<file path="src/rtl/mem_req_arbiter_pkg.sv">
// Shared memory-interface types for the memory request arbiter slice.
package mem_req_arbiter_pkg;

   localparam int unsigned NUM_MEM_TAGS = 15;

   typedef logic [3:0]  MEM_TAG;
   typedef logic [63:0] MEM_BLOCK;

   typedef enum logic [1:0] {
      MEM_NONE  = 2'h0,
      MEM_LOAD  = 2'h1,
      MEM_STORE = 2'h2
   } MEM_COMMAND;

   // Ownership record for one outstanding memory load tag.
   typedef struct packed {
      logic valid;
      logic is_icache;
   } MEM_OWNER_ENTRY;

endpackage

</file>
<file path="src/rtl/mem_req_arbiter_tag_owner_table.sv">
// Per-tag ownership table: remembers which requester issued each accepted load
// and reports/retires the owner when the matching block comes back.
module mem_tag_owner_table
   import mem_req_arbiter_pkg::*;
#(
   parameter int unsigned NUM_TAGS = NUM_MEM_TAGS
) (
   input  logic   clock,
   input  logic   reset,
   input  logic   alloc_en_i,
   input  MEM_TAG alloc_tag_i,
   input  logic   alloc_is_icache_i,
   input  MEM_TAG lookup_tag_i,
   output logic   hit_o,
   output logic   hit_is_icache_o
);

   MEM_OWNER_ENTRY entries_q [NUM_TAGS+1];
   MEM_OWNER_ENTRY entries_d [NUM_TAGS+1];

   logic lookup_ok;
   logic alloc_ok;

   // Range-check tags and look up the owner of the returning block.
   always_comb begin
      lookup_ok       = (lookup_tag_i != '0) && (32'(lookup_tag_i) <= NUM_TAGS);
      alloc_ok        = (alloc_tag_i  != '0) && (32'(alloc_tag_i)  <= NUM_TAGS);
      hit_o           = 1'b0;
      hit_is_icache_o = 1'b0;
      if (lookup_ok) begin
         hit_o           = entries_q[lookup_tag_i].valid;
         hit_is_icache_o = entries_q[lookup_tag_i].valid & entries_q[lookup_tag_i].is_icache;
      end
   end

   // Retire first, then allocate, so a same-cycle reuse of a tag keeps the new owner.
   always_comb begin
      entries_d = entries_q;
      if (hit_o) begin
         entries_d[lookup_tag_i].valid = 1'b0;
      end
      if (alloc_en_i && alloc_ok) begin
         entries_d[alloc_tag_i] = '{valid: 1'b1, is_icache: alloc_is_icache_i};
      end
   end

   // Table storage; reset invalidates every tag so stale returns are dropped.
   always_ff @(posedge clock) begin
      if (reset) begin
         for (int unsigned i = 0; i <= NUM_TAGS; i++) begin
            entries_q[i] <= '0;
         end
      end else begin
         entries_q <= entries_d;
      end
   end

endmodule

</file>
<file path="src/rtl/mem_req_arbiter.sv">
// Arbitrates the single memory port between dcache (priority) and icache,
// bounded by an anti-starvation counter and an icache outstanding cap, and
// routes returned blocks back to the owning requester.
module mem_req_arbiter
   import mem_req_arbiter_pkg::*;
#(
   parameter int unsigned NUM_TAGS           = NUM_MEM_TAGS,
   parameter int unsigned STARVE_LIMIT       = 4,
   parameter int unsigned IC_MAX_OUTSTANDING = 8
) (
   input  logic        clock,
   input  logic        reset,
   input  logic        ic_req_valid,
   input  logic [31:0] ic_req_addr,
   output logic        ic_req_accepted,
   input  MEM_COMMAND  dc_req_command,
   input  logic [31:0] dc_req_addr,
   input  MEM_BLOCK    dc_req_data,
   output logic        dc_req_accepted,
   output MEM_TAG      req_tag,
   output MEM_COMMAND  proc2mem_command,
   output logic [31:0] proc2mem_addr,
   output MEM_BLOCK    proc2mem_data,
   input  MEM_TAG      mem2proc_transaction_tag,
   input  MEM_BLOCK    mem2proc_data,
   input  MEM_TAG      mem2proc_data_tag,
   output logic        ic_resp_valid,
   output logic        dc_resp_valid,
   output MEM_TAG      resp_tag,
   output MEM_BLOCK    resp_data
);

   localparam int unsigned OUT_W = $clog2(IC_MAX_OUTSTANDING + 1);
   localparam int unsigned STV_W = $clog2(STARVE_LIMIT + 1);
   localparam logic [OUT_W-1:0] IC_MAX     = OUT_W'(IC_MAX_OUTSTANDING);
   localparam logic [STV_W-1:0] STARVE_MAX = STV_W'(STARVE_LIMIT);

   logic [OUT_W-1:0] ic_out_q, ic_out_d;
   logic [STV_W-1:0] starve_q, starve_d;

   logic ic_eff, force_ic, ic_win, dc_win, accepted;
   logic alloc_en;
   logic hit, hit_is_icache;

   // Same-cycle arbitration and memory request mux.
   always_comb begin
      ic_eff   = ic_req_valid && (ic_out_q < IC_MAX);
      force_ic = (starve_q == STARVE_MAX);
      ic_win   = ic_eff && (force_ic || (dc_req_command == MEM_NONE));
      dc_win   = !ic_win && (dc_req_command != MEM_NONE);
      accepted = (ic_win || dc_win) && (mem2proc_transaction_tag != '0);

      ic_req_accepted  = ic_win && accepted;
      dc_req_accepted  = dc_win && accepted;
      req_tag          = mem2proc_transaction_tag;

      proc2mem_command = MEM_NONE;
      proc2mem_addr    = '0;
      proc2mem_data    = '0;
      if (ic_win) begin
         proc2mem_command = MEM_LOAD;
         proc2mem_addr    = ic_req_addr;
      end else if (dc_win) begin
         proc2mem_command = dc_req_command;
         proc2mem_addr    = dc_req_addr;
         proc2mem_data    = dc_req_data;
      end

      alloc_en = accepted && (proc2mem_command == MEM_LOAD);
   end

   mem_tag_owner_table #(
      .NUM_TAGS (NUM_TAGS)
   ) u_owner_table (
      .clock             (clock),
      .reset             (reset),
      .alloc_en_i        (alloc_en),
      .alloc_tag_i       (mem2proc_transaction_tag),
      .alloc_is_icache_i (ic_win),
      .lookup_tag_i      (mem2proc_data_tag),
      .hit_o             (hit),
      .hit_is_icache_o   (hit_is_icache)
   );

   // Route a returned block to whichever side owns its tag.
   always_comb begin
      ic_resp_valid = hit && hit_is_icache;
      dc_resp_valid = hit && !hit_is_icache;
      resp_tag      = hit ? mem2proc_data_tag : '0;
      resp_data     = hit ? mem2proc_data     : '0;
   end

   // Outstanding-icache and starvation counter next state.
   always_comb begin
      ic_out_d = ic_out_q;
      case ({ic_req_accepted, ic_resp_valid})
         2'b10:   if (ic_out_q != IC_MAX) ic_out_d = ic_out_q + 1'b1;
         2'b01:   if (ic_out_q != '0)     ic_out_d = ic_out_q - 1'b1;
         default: ic_out_d = ic_out_q;
      endcase

      starve_d = starve_q;
      if (ic_req_accepted) begin
         starve_d = '0;
      end else if (ic_eff && dc_win && (starve_q != STARVE_MAX)) begin
         starve_d = starve_q + 1'b1;
      end
   end

   // Counter registers.
   always_ff @(posedge clock) begin
      if (reset) begin
         ic_out_q <= '0;
         starve_q <= '0;
      end else begin
         ic_out_q <= ic_out_d;
         starve_q <= starve_d;
      end
   end

endmodule

</file>
<file path="config.mk">
export PLATFORM = sky130hd
export DESIGN_NAME = mem_req_arbiter
export DESIGN_NICKNAME = d
export VERILOG_FILES = /design/src/rtl/mem_req_arbiter_pkg.sv /design/src/rtl/mem_req_arbiter_tag_owner_table.sv /design/src/rtl/mem_req_arbiter.sv
export SDC_FILE = /design/constraint.sdc
export NUM_CORES = 1
export LEC_CHECK = 0
export BUFFER_PORTS_ARGS = -buffer_cell sky130_fd_sc_hd__buf_2
export CORE_AREA = 2 2 145 147
export DETAILED_ROUTE_END_ITERATION = 6
export DIE_AREA = 0 0 147 149
export GPL_TIMING_DRIVEN = 0
export PLACE_DENSITY = 0.52
export REMOVE_ABC_BUFFERS = 1
export SYNTH_ARGS = -nofsm -noshare
export SYNTH_HDL_FRONTEND = slang
export SYNTH_SLANG_ARGS = --single-unit
</file>
<file path="constraint.sdc">
create_clock -name clock -period 4.9 [get_ports clock]
set_input_delay 0.98 -clock clock [delete_from_list [all_inputs] [get_ports clock]]
set_output_delay 0.98 -clock clock [all_outputs]
set_load 0.02 [all_outputs]
</file>
==> results.toml <==
[cells_and_area]
fin_area_um2 = 5770
layoutNonFillerInstCount = 1107
nets = 1039
syn2layout_area_growth_pct = 62.3
drive_gt1_share_pct = 50.2

[global_routing]
antenna_found_initial = 4
grt.overflow.total = 0
grt_pass1_wl_um = 27600
grt_pass1_vias = 4327
grtUsageTotal_pct = 16.5
grt_max_degree = 99

[power_and_ir_drop]
p_int_mw = 0.680
powerDensity_nw_per_um2 = 182
report.power.total_mw = 1.05
seqPwrFrac_pct = 30.3
p_leak_nw = 3.37
p_sw_mw = 0.371
combPwrFrac_pct = 38.9
pwr-share-clk_pct = 30.8
ir_drop_v = 0.000115
p_sw_share_pct = 35.3

[placed_design]
dp.cells = 1095
dp_slack_ps = -149
placed_area_um2 = 5610
place_hpwl_um = 16200
gp_congestion = 0.830
port_buffers = 378

[critical_path]
critPathMaxStageDelay_ps = 790
path_common_cell = "buf_2"
arrival_ps = 3460
r2r-end = "ic_out_q[3]"
critPathBufInv = 3
worstSetupPathType = "input pin to primary output"
worstReg2RegStart = "u_owner_table.entries_q[9]"
path_depth = 6
path_cells = "buf_2 -> or2_4 -> a21o_2 -> buf_12 -> and3_1 -> buf_2"
crit_start = "dc_req_command[1]"
setup.worst_path.start_class = "input pin"
reg2reg_depth = 10
reg2reg_slack_ps = 1340
path_max_fanout = 98
path_delay_family = "simple AND/OR/NAND/NOR gates"
cp-endpoint = "proc2mem_data[52]"
worstPathRequired_ps = 3920
slowest_stage = "a21o_2"
cp-end-kind = "primary output"

[sta]
worst_slack_ps = 460
finalHoldViolCount = 0
setup_viol = 0
period_share_pct = 90.6
rsz0062_at_grt = "false"
fin_setup_tns_ps = 0
skew_ps = 3.27
min_period_ps = 4440
slew_violations = 0
max_freq_ghz = 0.225
relSlewSlack_pct = 21.4
tightest_slew_ps = 1180

[floorplan]
core_um2 = 20600
die-area_um2 = 21900
initial_utilization_pct = 17.3
fp-row-count = 53
ios = 379
die_x_um = 147
fp.dieH_um = 149

[clock_network]
post_cts_buffers = 0
clk_path_buf_depth = 2
cts_made_buffers = 5
cts_resized = 0
tritoncts = "done"
ctsHoldBuffers = 0
clock-sinks = 38
clk_latency_ps = 280
htreeDepth = 2
cts_root_buffer = "clkbuf_16"
clk_pin_slew_worst_paths_ps = 60

[yosys]
ys_seq_area_share_pct = 21.4
synth_cells = 489
syn_area_per_cell_um2 = 7.28
netlist_area_um2 = 3560
yosys_warnings = 0
ys_seq_elements = 38
ys_types = 41

[route]
drt_first_pass_iters = 6
drt_wl_total_um = 19600
drtIter0Drc = 235
ant_nets = 0
route.detailed.drc = 0
wl_per_cell_um = 17.7
num_vias = 4686
via_per_inst = 4.23

[flow_run]
cap_violations = 0

[worst_hold_path]
hold_class = "flip-flop to flip-flop"
min-delay-start = "u_owner_table.entries_q[30]"

[run_status]
run_status = "completed"
[cell usage in the layout (no fill, tap or decap), types with 7 or more instances in the layout]
| cell type | synthesis | routed |
|---|---|---|
| nand2b_1 | 19 | 19 |
| mux2i_1 | 19 | 19 |
| inv_1 | 8 | 8 |
| buf_2 | 0 | 378 |
| and3_1 | 64 | 64 |
| nor2_1 | 9 | 9 |
| and2_1 | 60 | 60 |
| nand2_1 | 73 | 73 |
| nor3_1 | 7 | 7 |
| o21ai_0 | 16 | 16 |
| nand3_1 | 40 | 40 |
| dfxtp_1 | 38 | 38 |
| and2_4 | 10 | 10 |
| a21oi_1 | 19 | 18 |
[per-layer routing]
layer,GRT usage (%),part of all wire [%],up-vias
met2,24.4,43,199
met1,23.7,47,2140
met3,5.05,9.4,9
met4,3.46,1.2,0
li1,-,-,2338
met5,0,0,-
[cells in the mapped netlist, drive strengths merged]
| cell type | number | area share (%) |
|---|---|---|
| nor4 | 1 | 0.18 |
| nand2b | 19 | 3.3 |
| a21boi | 1 | 0.21 |
| xnor2 | 4 | 0.98 |
| mux4 | 8 | 5.4 |
| o21a | 1 | 0.21 |
| and3 | 64 | 11 |
| nand3b | 1 | 0.21 |
| or3b | 1 | 0.25 |
| nand3 | 40 | 5.6 |
| nor4bb | 1 | 0.28 |
| nor3 | 7 | 0.98 |
| o31a | 1 | 0.25 |
| nand4 | 4 | 0.70 |
| fa | 1 | 0.56 |
| dfxtp | 38 | 21 |
| o22ai | 1 | 0.18 |
| and2 | 70 | 13 |
| nand4b | 5 | 1.2 |
| nand2 | 73 | 7.7 |
| clkbuf | 37 | 3.9 |
| mux2 | 7 | 2.4 |
| nor2 | 9 | 0.95 |
| mux2i | 19 | 5.3 |
| nor2b | 6 | 1.1 |
| ha | 6 | 2.1 |
| a21oi | 19 | 2.7 |
| inv | 8 | 0.84 |
| a211oi | 1 | 0.21 |
| a21o | 2 | 0.42 |
| or2b | 1 | 0.21 |
| buf | 12 | 2.7 |
| nor3b | 2 | 0.42 |
| o21ai | 16 | 2.3 |
| or2 | 3 | 0.53 |
[flip-flops by register name, indices dropped and copies added, names as in the netlist]
name,count
starve_q,3
u_owner_table.entries_q,31
ic_out_q,4
[area by class of cell]
class / instances / area (um^2)
fill: 2341 / 14800
multi-input combinational: 394 / 2550
timing repair buffer: 380 / 1930
sequential: 38 / 761
tap: 275 / 344
clock buffer: 6 / 139
inverter: 8 / 30.0
clock inverter: 2 / 12.5
antenna: 4 / 10.0
[worst min-delay path by stage]
stage                     depth (start not counted)                          end  slack, ps
after floorplan                                   1  u_owner_table.entries_q[30]        430
after global placement                            2   u_owner_table.entries_q[7]        460
after detailed placement                          1  u_owner_table.entries_q[30]        460
after CTS                                         1  u_owner_table.entries_q[30]        470
after global routing                              1  u_owner_table.entries_q[30]        480
final                                             1  u_owner_table.entries_q[30]        470
[logic make-up after synthesis]
group	synth area share [%]
buffers and inverters	7.49
AO/OA/AOI/OAI	6.40
XOR/XNOR	0.984
adder cells (fa/ha/maj)	2.67
AND/OR/NAND/NOR	47.9
flip-flops	21.4
multiplexers	13.2
[power by group through the flow]
stage          Clock, mW  Sequential [mW]  Combinational [mW]
6_report           0.324            0.318               0.409
2_1_floorplan          0            0.324               0.203
4_1_cts            0.333            0.318               0.411
5_1_grt            0.343            0.319               0.442
3_5_place_dp           0            0.325               0.407
3_3_place_gp           0            0.325               0.405
[stage by stage]
stage	util [%]	hold slack [ps]
after floorplan	-	433
after global placement	27.0	461
after detailed placement	27.3	462
after CTS	28.0	470
after global routing	28.1	482
final	28.1	472
(Power assumes the default switching activity.)
